--- src/rtl/qbus_dma_master.sv ---
// qbus_dma_master: single-cycle Qbus DMA master.
// A command from the host side is latched in IDLE. The block then requests
// the bus (BDMR), waits for a clean grant, runs exactly one DATI, DATO or
// DATOB bus cycle with programmable setup/deskew timing, and returns a
// one-cycle response pulse.
//
// Ports
//   clk, reset                 system clock, async active-high reset
//   cmd_valid/ready, cmd_*     command handshake: write, byte, addr, wdata
//   rsp_valid/rdata/err        completion pulse, read data (held), timeout flag
//   BDALf_IN/OUT/OE, Outbound  BDAL receive (inverted), drive value, enables
//   BRPLYf, BSYNCf, BDMGIf     received strobes, low = asserted
//   BSYNCg..BBS7g, BDMRg,
//   BSACKg, BDMGOg             gate drives, high = assert line
//
// Build option: QBUS_DMA_TIMEOUT_EN adds a T_TIMEOUT limit on the wait for
// BRPLY; without it the wait is unbounded and rsp_err is constant 0.
//
// state      | meaning
// IDLE       | ready for a command, passes grant down the daisy chain
// REQ        | BDMR asserted, waiting for grant with BSYNC/BRPLY negated
// ADDR       | BSACK asserted, address on BDAL for T_SETUP cycles
// SYNC       | BSYNC asserted, address held T_DESKEW cycles
// DATA       | data phase setup before the data strobe
// WAIT_RPLY  | BDIN/BDOUT asserted, waiting for BRPLY
// WAIT_NRPLY | strobe negated, waiting BRPLY negation plus T_DESKEW
// END        | BSYNC negated, T_DESKEW before releasing the bus
// RELEASE    | BSACK negated, response pulse
module qbus_dma_master #(
    parameter int T_SETUP   = 20,
    parameter int T_DESKEW  = 10,
    parameter int T_TIMEOUT = 1000
) (
    input  logic        clk,
    input  logic        reset,
    input  logic        cmd_valid,
    output logic        cmd_ready,
    input  logic        cmd_write,
    input  logic        cmd_byte,
    input  logic [21:0] cmd_addr,
    input  logic [15:0] cmd_wdata,
    output logic        rsp_valid,
    output logic [15:0] rsp_rdata,
    output logic        rsp_err,
    input  logic [21:0] BDALf_IN,
    output logic [21:0] BDALf_OUT,
    output logic [21:0] BDALf_OE,
    output logic        Outbound,
    input  logic        BRPLYf,
    input  logic        BSYNCf,
    input  logic        BDMGIf,
    output logic        BSYNCg,
    output logic        BDINg,
    output logic        BDOUTg,
    output logic        BWTBTg,
    output logic        BBS7g,
    output logic        BDMRg,
    output logic        BSACKg,
    output logic        BDMGOg
);
    localparam int TMAX_SD = (T_SETUP > T_DESKEW) ? T_SETUP : T_DESKEW;
    localparam int TMAX    = (T_TIMEOUT > TMAX_SD) ? T_TIMEOUT : TMAX_SD;
    localparam int CW      = $clog2(TMAX + 1);
    localparam logic [CW-1:0] LD_SETUP  = CW'(T_SETUP - 1);
    localparam logic [CW-1:0] LD_DESKEW = CW'(T_DESKEW - 1);

    typedef enum logic [3:0] {
        ST_IDLE, ST_REQ, ST_ADDR, ST_SYNC, ST_DATA,
        ST_WAIT_RPLY, ST_WAIT_NRPLY, ST_END, ST_RELEASE
    } state_t;

    typedef struct packed {
        logic bsync, bdin, bdout, bwtbt, bbs7, bdmr, bsack;
    } gates_t;

    state_t        state_q, state_d;
    logic [CW-1:0] cnt_q, cnt_d;
    logic          write_q, byte_q;
    logic [21:0]   addr_q;
    logic [15:0]   wdata_q;
    logic [15:0]   rdata_q, rdata_d;
    gates_t        gates_q, gates_d;
    logic [21:0]   bdal_out_q, bdal_out_d, bdal_oe_q, bdal_oe_d;
    logic          cmd_ready_q, rsp_valid_q;
    logic          accept;
    logic [2:0]    meta_q, sync_q;
    logic          brply_a, bsync_a, bdmgi_a;
    logic          unused_bdal_hi;

    // Strobes are active low on the pins; synchronized copies are active high.
    always_ff @(posedge clk or posedge reset) begin
        if (reset) begin
            meta_q <= '0;
            sync_q <= '0;
        end else begin
            meta_q <= ~{BRPLYf, BSYNCf, BDMGIf};
            sync_q <= meta_q;
        end
    end
    assign {brply_a, bsync_a, bdmgi_a} = sync_q;

    assign accept = cmd_valid && cmd_ready_q;

`ifdef QBUS_DMA_TIMEOUT_EN
    localparam logic [CW-1:0] LD_TIMEOUT = CW'(T_TIMEOUT - 1);
    logic err_q, err_d;
`endif

    always_comb begin
        state_d = state_q;
        cnt_d   = cnt_q;
        rdata_d = rdata_q;
`ifdef QBUS_DMA_TIMEOUT_EN
        err_d   = accept ? 1'b0 : err_q;
`endif
        case (state_q)
            ST_IDLE: if (accept) state_d = ST_REQ;
            ST_REQ: begin
                if (bdmgi_a && !bsync_a && !brply_a) begin
                    state_d = ST_ADDR;
                    cnt_d   = LD_SETUP;
                end
            end
            ST_ADDR: begin
                if (cnt_q == '0) begin
                    state_d = ST_SYNC;
                    cnt_d   = LD_DESKEW;
                end else cnt_d = cnt_q - CW'(1);
            end
            ST_SYNC: begin
                if (cnt_q == '0) begin
                    state_d = ST_DATA;
                    cnt_d   = write_q ? LD_SETUP : LD_DESKEW;
                end else cnt_d = cnt_q - CW'(1);
            end
            ST_DATA: begin
                if (cnt_q == '0) begin
                    state_d = ST_WAIT_RPLY;
`ifdef QBUS_DMA_TIMEOUT_EN
                    cnt_d   = LD_TIMEOUT;
`endif
                end else cnt_d = cnt_q - CW'(1);
            end
            ST_WAIT_RPLY: begin
                if (brply_a) begin
                    if (!write_q) rdata_d = ~BDALf_IN[15:0];
                    state_d = ST_WAIT_NRPLY;
                    cnt_d   = LD_DESKEW;
                end
`ifdef QBUS_DMA_TIMEOUT_EN
                else if (cnt_q == '0) begin
                    state_d = ST_END;
                    cnt_d   = LD_DESKEW;
                    err_d   = 1'b1;
                end else cnt_d = cnt_q - CW'(1);
`endif
            end
            // Deskew only counts once BRPLY is seen negated.
            ST_WAIT_NRPLY: begin
                if (brply_a) cnt_d = LD_DESKEW;
                else if (cnt_q == '0) begin
                    state_d = ST_END;
                    cnt_d   = LD_DESKEW;
                end else cnt_d = cnt_q - CW'(1);
            end
            ST_END: begin
                if (cnt_q == '0) state_d = ST_RELEASE;
                else cnt_d = cnt_q - CW'(1);
            end
            ST_RELEASE: state_d = ST_IDLE;
            default:    state_d = ST_IDLE;
        endcase
    end

    // Bus drives are decoded from the next state and registered, so every
    // line changes cleanly on the same edge as the state.
    always_comb begin
        gates_d    = '0;
        bdal_out_d = '0;
        bdal_oe_d  = '0;
        case (state_d)
            ST_REQ: gates_d.bdmr = 1'b1;
            ST_ADDR, ST_SYNC: begin
                gates_d.bsack = 1'b1;
                gates_d.bsync = (state_d == ST_SYNC);
                gates_d.bbs7  = &addr_q[21:13];
                gates_d.bwtbt = write_q;
                bdal_out_d    = addr_q;
                bdal_oe_d     = '1;
            end
            ST_DATA, ST_WAIT_RPLY, ST_WAIT_NRPLY: begin
                gates_d.bsack = 1'b1;
                gates_d.bsync = 1'b1;
                gates_d.bwtbt = write_q && byte_q;
                gates_d.bdin  = (state_d == ST_WAIT_RPLY) && !write_q;
                gates_d.bdout = (state_d == ST_WAIT_RPLY) && write_q;
                if (write_q) begin
                    bdal_out_d = {6'b0, wdata_q};
                    bdal_oe_d  = '1;
                end
            end
            ST_END: gates_d.bsack = 1'b1;
            default: gates_d = '0;
        endcase
    end

    always_ff @(posedge clk or posedge reset) begin
        if (reset) begin
            state_q     <= ST_IDLE;
            cnt_q       <= '0;
            rdata_q     <= '0;
            gates_q     <= '0;
            bdal_out_q  <= '0;
            bdal_oe_q   <= '0;
            cmd_ready_q <= 1'b1;
            rsp_valid_q <= 1'b0;
        end else begin
            state_q     <= state_d;
            cnt_q       <= cnt_d;
            rdata_q     <= rdata_d;
            gates_q     <= gates_d;
            bdal_out_q  <= bdal_out_d;
            bdal_oe_q   <= bdal_oe_d;
            cmd_ready_q <= (state_d == ST_IDLE);
            rsp_valid_q <= (state_d == ST_RELEASE);
        end
    end

    always_ff @(posedge clk or posedge reset) begin
        if (reset) begin
            write_q <= 1'b0;
            byte_q  <= 1'b0;
            addr_q  <= '0;
            wdata_q <= '0;
        end else if (accept) begin
            write_q <= cmd_write;
            byte_q  <= cmd_byte;
            addr_q  <= cmd_addr;
            wdata_q <= cmd_wdata;
        end
    end

`ifdef QBUS_DMA_TIMEOUT_EN
    always_ff @(posedge clk or posedge reset) begin
        if (reset) err_q <= 1'b0;
        else       err_q <= err_d;
    end
    assign rsp_err = err_q;
`else
    assign rsp_err = 1'b0;
`endif

    assign unused_bdal_hi = ^BDALf_IN[21:16];

    assign cmd_ready = cmd_ready_q;
    assign rsp_valid = rsp_valid_q;
    assign rsp_rdata = rdata_q;
    assign BDALf_OUT = bdal_out_q;
    assign BDALf_OE  = bdal_oe_q;
    assign Outbound  = |bdal_oe_q;
    assign {BSYNCg, BDINg, BDOUTg, BWTBTg, BBS7g, BDMRg, BSACKg} = gates_q;

    // Grant pass-through stays combinational so the daisy chain is not delayed.
    assign BDMGOg = !BDMGIf && cmd_ready_q && !cmd_valid;
endmodule

--- config.mk ---
export PLATFORM = sky130hd
export DESIGN_NAME = qbus_dma_master
export DESIGN_NICKNAME = d
export VERILOG_FILES = /design/src/rtl/qbus_dma_master.sv
export SDC_FILE = /design/constraint.sdc
export NUM_CORES = 1
export LEC_CHECK = 0
export ABC_AREA = 1
export BUFFER_PORTS_ARGS = -buffer_cell sky130_fd_sc_hd__buf_2
export CORE_MARGIN = 2
export CORE_UTILIZATION = 52
export DETAILED_ROUTE_END_ITERATION = 8
export PLACE_DENSITY = 0.8
export SYNTH_ARGS = -nofsm -noshare
export SYNTH_HDL_FRONTEND = slang
export SYNTH_SLANG_ARGS = --single-unit
--- constraint.sdc ---
create_clock -name clk -period 4 [get_ports clk]
set_input_delay 0.2 -clock clk [delete_from_list [all_inputs] [get_ports clk]]
set_output_delay 0.2 -clock clk [all_outputs]
set_load 0.05 [all_outputs]
==> impl_metrics.json, run 1 <==
{
  "cts_sinks": 108,
  "hold_path.class": "input port to flip-flop",
  "clkLatencyLatePin_ns": 0.37,
  "drcViolationCount": 0,
  "drive_gt1_share_pct": 31.66,
  "postSynthNetCount": 585,
  "initial_core_util_pct": 52.97,
  "hold_viol": 0,
  "cts_buffer_depth": 2,
  "rr_startpoint": "write_q$_DFFE_PP0P_",
  "relSlewSlack_pct": 31.10,
  "min_period_ns": 2.367,
  "synth_cell_types": 27,
  "cp.required_ns": 4.26,
  "cts_tree": "done",
  "pin_count": 140,
  "synthCells": 516,
  "routed_wirelength_mm": 10.04,
  "dp_hpwl_mm": 6.928,
  "postLayoutCoreUtil_pct": 62.47,
  "grt_pass1_wl_mm": 16.57,
  "core_um2": 9153,
  "vias": 3691,
  "cts-resized-gates": 0,
  "via_per_inst": 4.928,
  "cp_max_fo": 32,
  "setup_tns_ns": 0,
  "final_nets": 702,
  "worstMarginPinSlew_ns": 1.030,
  "syn_to_final_growth_pct": 17.94,
  "status": "complete, no violations",
  "crit_start": "write_q$_DFFE_PP0P_",
  "rows": 35,
  "dr.pass1.iters": 4,
  "synth-seq-area-share_pct": 55.77,
  "drtIter0Drc": 182,
  "grt_pass1_vias": 3575,
  "rr_endpoint": "rsp_rdata[15]$_DFFE_PP0P_",
  "ant_nets": 0,
  "skew_ns": 0.02019,
  "yosys_warnings": 0,
  "critPathArrivalTime_ns": 2.62,
  "synth_seq_cells": 108,
  "port_buffers": 132,
  "setup_viol": 0,
  "overflow": 0,
  "drt-wirelength-per-cell_um": 13.40,
  "fin_crit_sh_pct": 59.18,
  "cts_root_buf": "clkbuf_8",
  "r2r_slack_ns": 1.63,
  "diodes": 0,
  "worstSetupEndpointType": "flip-flop",
  "die-width_um": 100.6,
  "setup.worst_path.start_class": "flip-flop",
  "max_freq_ghz": 0.4224,
  "fp.dieH_um": 100.6,
  "synth_area_um2": 4848,
  "cp-endpoint": "rsp_rdata[15]$_DFFE_PP0P_",
  "clk_pin_slew_ns": 0.10,
  "grt_max_degree": 80,
  "r2r_cells": 3,
  "drv_slew": 0,
  "nFillCells": 759,
  "p_leak_uw": 0.003238,
  "max_cap_violations": 0,
  "track_usage_pct": 21.01,
  "power_density_nw_per_um2": 893.0,
  "path_class": "flip-flop to flip-flop",
  "grt_antenna_before_repair": 0,
  "htreeDepth": 3,
  "ir_drop_mv": 0.5415,
  "cts_buffers": 9,
  "globalplace.congestion": 0.9144,
  "rsz0062_at_grt": "false",
  "dieArea_um2": 10110,
  "syn_avg_cell_area_um2": 9.396
}
==> logic make-up after synthesis <==
group	count (synthesis)	synth area share [%]
AOI/OAI and AO/OA	30	3.148
xor gates and xnor gates	1	0.1807
adders and majority gates	1	0.2580
buffers and inverters	98	10.30
DFF	108	55.77
muxes	38	8.826
other	1	0.07735
and+or+nand+nor	239	21.45
==> worst min path at each step <==
| stage | start | endpoint | slack [ns] | depth (start not counted) |
|---|---|---|---|---|
| after floorplan | BSYNCf | meta_q[1]$_DFF_PP0_ | 0.26 | 1 |
| after CTS | BDALf_IN[13] | rsp_rdata[13]$_DFFE_PP0P_ | 0.0003 | 2 |
| final | BDALf_IN[8] | rsp_rdata[8]$_DFFE_PP0P_ | 0.02 | 2 |
| after global routing | BDALf_IN[3] | rsp_rdata[3]$_DFFE_PP0P_ | 0.003 | 2 |
| after detailed placement | meta_q[2]$_DFF_PP0_ | sync_q[2]$_DFF_PP0_ | 0.33 | 0 |
| after global placement | meta_q[2]$_DFF_PP0_ | sync_q[2]$_DFF_PP0_ | 0.33 | 0 |
==> per-layer routing <==
metal	GRT usage (%)	up-vias	routed length, um
met5	0	-	0
met4	6.639	0	151
met3	4.993	12	545
met2	35.26	108	5091
met1	27.13	1735	4247
li1	-	1836	-
==> cell usage after synthesis <==
master	n	share of area, %
nand2_1	145	11
dfrtp_1	107	55
inv_1	57	4.4
mux2_2	38	8.8
nand3_1	35	3.6
nor2_1	29	2.2
buf_4	26	4.0
o21ai_0	23	2.4
nand4_1	11	1.4
a21oi_1	6	0.62
nor3_1	6	0.62
clkbuf_1	5	0.39
buf_6	4	0.93
buf_1	3	0.23
nand3_2	3	0.62
nand3b_1	3	0.46
nor2_2	3	0.39
inv_2	2	0.15
nor2_4	2	0.46
clkbuf_4	1	0.15
conb_1	1	0.077
dfstp_2	1	0.54
ha_1	1	0.26
nand2_4	1	0.23
nor3b_1	1	0.15
o21bai_1	1	0.15
xor2_1	1	0.18
==> layout make-up <==
| class | count | area (um2) | share of cell area (%) |
|---|---|---|---|
| Sequential cell | 108 | 2704 | 47.29 |
| Multi-Input combinational cell | 310 | 1648 | 28.82 |
| Timing Repair Buffer | 145 | 785.8 | 13.74 |
| Inverter | 59 | 224.0 | 3.917 |
| Tap cell | 111 | 138.9 | 2.429 |
| Clock buffer | 10 | 137.6 | 2.407 |
| Clock inverter | 6 | 80.08 | 1.400 |
==> power breakdown <==
part           leakage, uW  internal [uW]  total [uW]  switching [uW]
logic              0.00182            713        2600            1890
clock network     0.000107            319         704             385
registers          0.00131           1530        1800             271
==> critical path, stage by stage (launching register included) <==
cell and delay [ns]:
dfrtp_1 0.69, inv_1 0.26, nand4_1 0.83, o21ai_0 0.47
==> cell usage in the layout (no fill, tap or decap), types with 2 or more instances in the layout <==
cell	instances
inv_1	56
buf_4	2
o21ai_0	23
buf_2	132
mux2_2	38
inv_2	2
nand4_1	11
nand3_2	3
nor2_2	3
nand3_1	35
nor3_1	6
nand3b_1	3
clkbuf_8	10
nor2_4	2
nand2_1	144
nor2_1	29
inv_6	3
dlygate4sd3_1	11
a21oi_1	6
dfrtp_1	107
==> timing repair <==
| item | in CTS | in global routing |
|---|---|---|
| hold buffers | 11 | 0 |
| hold endpoints to repair | 11 | 0 |
| buffers inserted | 0 | 0 |
==> metrics by stage <==
stage                     setup slack (ns)  area [um2]  hold WS, ns  std cells  total power [uW]
after CTS                            1.557        5718    0.0003404        749              5145
after detailed placement             1.551        5390       0.3347        722              4432
after global routing                 1.214        5718     0.002787        749              5483
after floorplan                     0.9561        4848       0.2594        516              4010
after global placement               1.707        5390       0.3339        722              4350
final                                1.633        5718      0.01762        749              5106
==> state kept, by name, indices dropped and copies added, names as in the netlist, 3 cells and up <==
| signal | flops |
|---|---|
| rsp_rdata | 16 |
| addr_q | 22 |
| cnt_q | 10 |
| state_q | 4 |
| BDALf_OUT | 22 |
| sync_q | 3 |
| wdata_q | 16 |
| meta_q | 3 |
No activity file was read; power rests on OpenSTA's default activity.
==> run 2, diff against run 1 <==
==> constraint.sdc (replaced) <==
create_clock -name clk -period 2.3 [get_ports clk]
set_input_delay 0.115 -clock clk [delete_from_list [all_inputs] [get_ports clk]]
set_output_delay 0.115 -clock clk [all_outputs]
set_load 0.05 [all_outputs]
==> run 2 against run 1 <==
  * Combinational power is 82% higher
  * Sequential share of layout area is 4.3 points lower
  * Sequential power is 73% higher
  * Die area stayed put
  * Hold slack better by 0.11 ns
==> impl_metrics.json, run 2 (synthesized netlist as in run 1, its figures left out) <==
{
  "status": "complete, no violations",
  "setup_ws_ns": 0.2085,
  "cts_root_buf": "clkbuf_8",
  "worstSetupEndpointType": "flip-flop",
  "final_nets": 757,
  "cp_top_family": "simple AND/OR/NAND/NOR gates",
  "drv_slew": 0,
  "preCtsSetupSlack_ns": 0.2575,
  "relSlewSlack_pct": 50.39,
  "htreeDepth": 3,
  "clkLatencyLatePin_ns": 0.38,
  "nFillCells": 669,
  "design_power_total_uw": 9093,
  "globalplace.congestion": 0.8418,
  "critPathArrivalTime_ns": 2.36,
  "power_density_nw_per_um2": 1447,
  "drtIter0Drc": 211,
  "setup_tns_ns": 0,
  "clk_pin_slew_ns": 0.10,
  "cts_buffer_depth": 2,
  "worstMarginPinSlew_ns": 0.7426,
  "routed_wirelength_mm": 11.84,
  "diodes": 0,
  "final_cell_area_um2": 6284,
  "critical-path-max-stage-delay_ns": 0.39,
  "cp_max_fo": 24,
  "skew_ns": 0.01713,
  "hold_path.class": "input port to flip-flop",
  "dp_hpwl_mm": 7.279,
  "vias": 4092,
  "cp.required_ns": 2.57,
  "drcViolationCount": 0,
  "port_buffers": 132,
  "ir_drop_mv": 0.9382,
  "setup.worst_path.start_class": "flip-flop",
  "hold_viol": 0,
  "grt_antenna_before_repair": 0,
  "cts_buffers": 9,
  "rows": 35,
  "max_freq_ghz": 0.4781,
  "dieArea_um2": 10110,
  "whs_ns": 0.1275,
  "drt-wirelength-per-cell_um": 14.73,
  "pin_count": 140,
  "via_per_inst": 5.090,
  "grt_max_degree": 48,
  "track_usage_pct": 24.33,
  "initial_core_util_pct": 52.97,
  "max_cap_violations": 0,
  "cts-resized-gates": 0,
  "die-width_um": 100.6,
  "min_period_ns": 2.091,
  "p_leak_uw": 0.003478,
  "crit_buf_inv": 2,
  "core_um2": 9153,
  "cts_sinks": 108,
  "rsz0062_at_grt": "false",
  "crit_path_cell_trace": "inv_1, ha_1, nand3_2, nor2_4, nand2_1, nand3_1, nand2_1, nor2_2, inv_2, nand2_1, nand2_1",
  "grt_pass1_vias": 4099,
  "fin_crit_sh_pct": 90.93,
  "path_class": "flip-flop to flip-flop",
  "grt_pass1_wl_mm": 19.16,
  "ant_nets": 0,
  "drive_gt1_share_pct": 30.01,
  "cts_tree": "done",
  "syn_to_final_growth_pct": 29.60,
  "place_area_um2": 5461,
  "fp.dieH_um": 100.6,
  "dr.pass1.iters": 5,
  "overflow": 0,
  "cpMaxStageDelayCell": "dfrtp_1",
  "final_cell_mix": "nand2_1, buf_2, dfrtp_1, dlygate4sd3_1, inv_1",
  "final_common_cell": "nand2_1",
  "setup_viol": 0,
  "worst_path_most_repeated_cell": "nand2_1"
}
==> run 2: changes by cell type in the layout (fill, tap and decap cells not counted), sizes merged <==
cell and change:
dlygate4sd3 +49, inv -3, buf +6, clkinv +3
==> run 2: repair_timing <==
action | 4_1_cts | 5_1_grt
endpoints found under the hold margin | 89 | 0
buffers inserted | 0 | 0
hold buffers | 60 | 0
==> run 2: metrics by stage <==
step / util [%] / instances
floorplan: - / 516
global placement: 59.67 / 728
detailed placement: 59.67 / 728
CTS: 68.65 / 804
global route: 68.65 / 804
finish: 68.65 / 804
==> run 2: worst paths after layout <==
path | startpoint | end | slack, ns | depth (start not counted)
min in group asynchronous | reset | rsp_rdata[15]$_DFFE_PP0P_ | 0.43 | 3
min reg2reg | meta_q[1]$_DFF_PP0_ | sync_q[1]$_DFF_PP0_ | 0.36 | 0
max in group asynchronous | reset | BDALf_OUT[9]$_DFF_PP0_ | 1.06 | 4
min | cmd_valid | BDMRg$_DFF_PP0_ | 0.13 | 5
max reg2reg | cnt_q[0]$_DFFE_PP0P_ | BDALf_OUT[10]$_DFF_PP0_ | 0.21 | 11
max | cnt_q[0]$_DFFE_PP0P_ | BDALf_OUT[10]$_DFF_PP0_ | 0.21 | 11
==> run 2: metal layers <==
metal | vias up | GRT usage [%] | wire [um]
met5 | - | 0 | 0
met4 | 0 | 10.64 | 386
met3 | 37 | 5.132 | 622
met2 | 166 | 43.16 | 6129
met1 | 1942 | 28.49 | 4704
li1 | 1947 | - | -
==> run 2: worst register-to-register path, delay by kind of cell, from the launching register on <==
kind                       cells  cell delay (ns)
and+or+nand+nor                8             1.01
buffers and inverters          2             0.33
DFF                            1             0.39
adders and majority gates      1             0.26
==> run 2: report_power, final <==
part / internal (uW) / switching [uW]
combinational: 1350 / 3390
sequential: 2660 / 459
clock: 556 / 677
total: 4560 / 4530
==> run 2: cell type report <==
class                      instances  area (um2)  share of cell area (%)
multi-input combinational        310        1648                   26.22
inverter                          59       225.2                   3.584
sequential                       108        2704                   43.03
timing repair buffer             200        1346                   21.43
tap                              111       138.9                   2.210
clock buffer                      10       137.6                   2.190
clock inverter                     6       83.83                   1.334
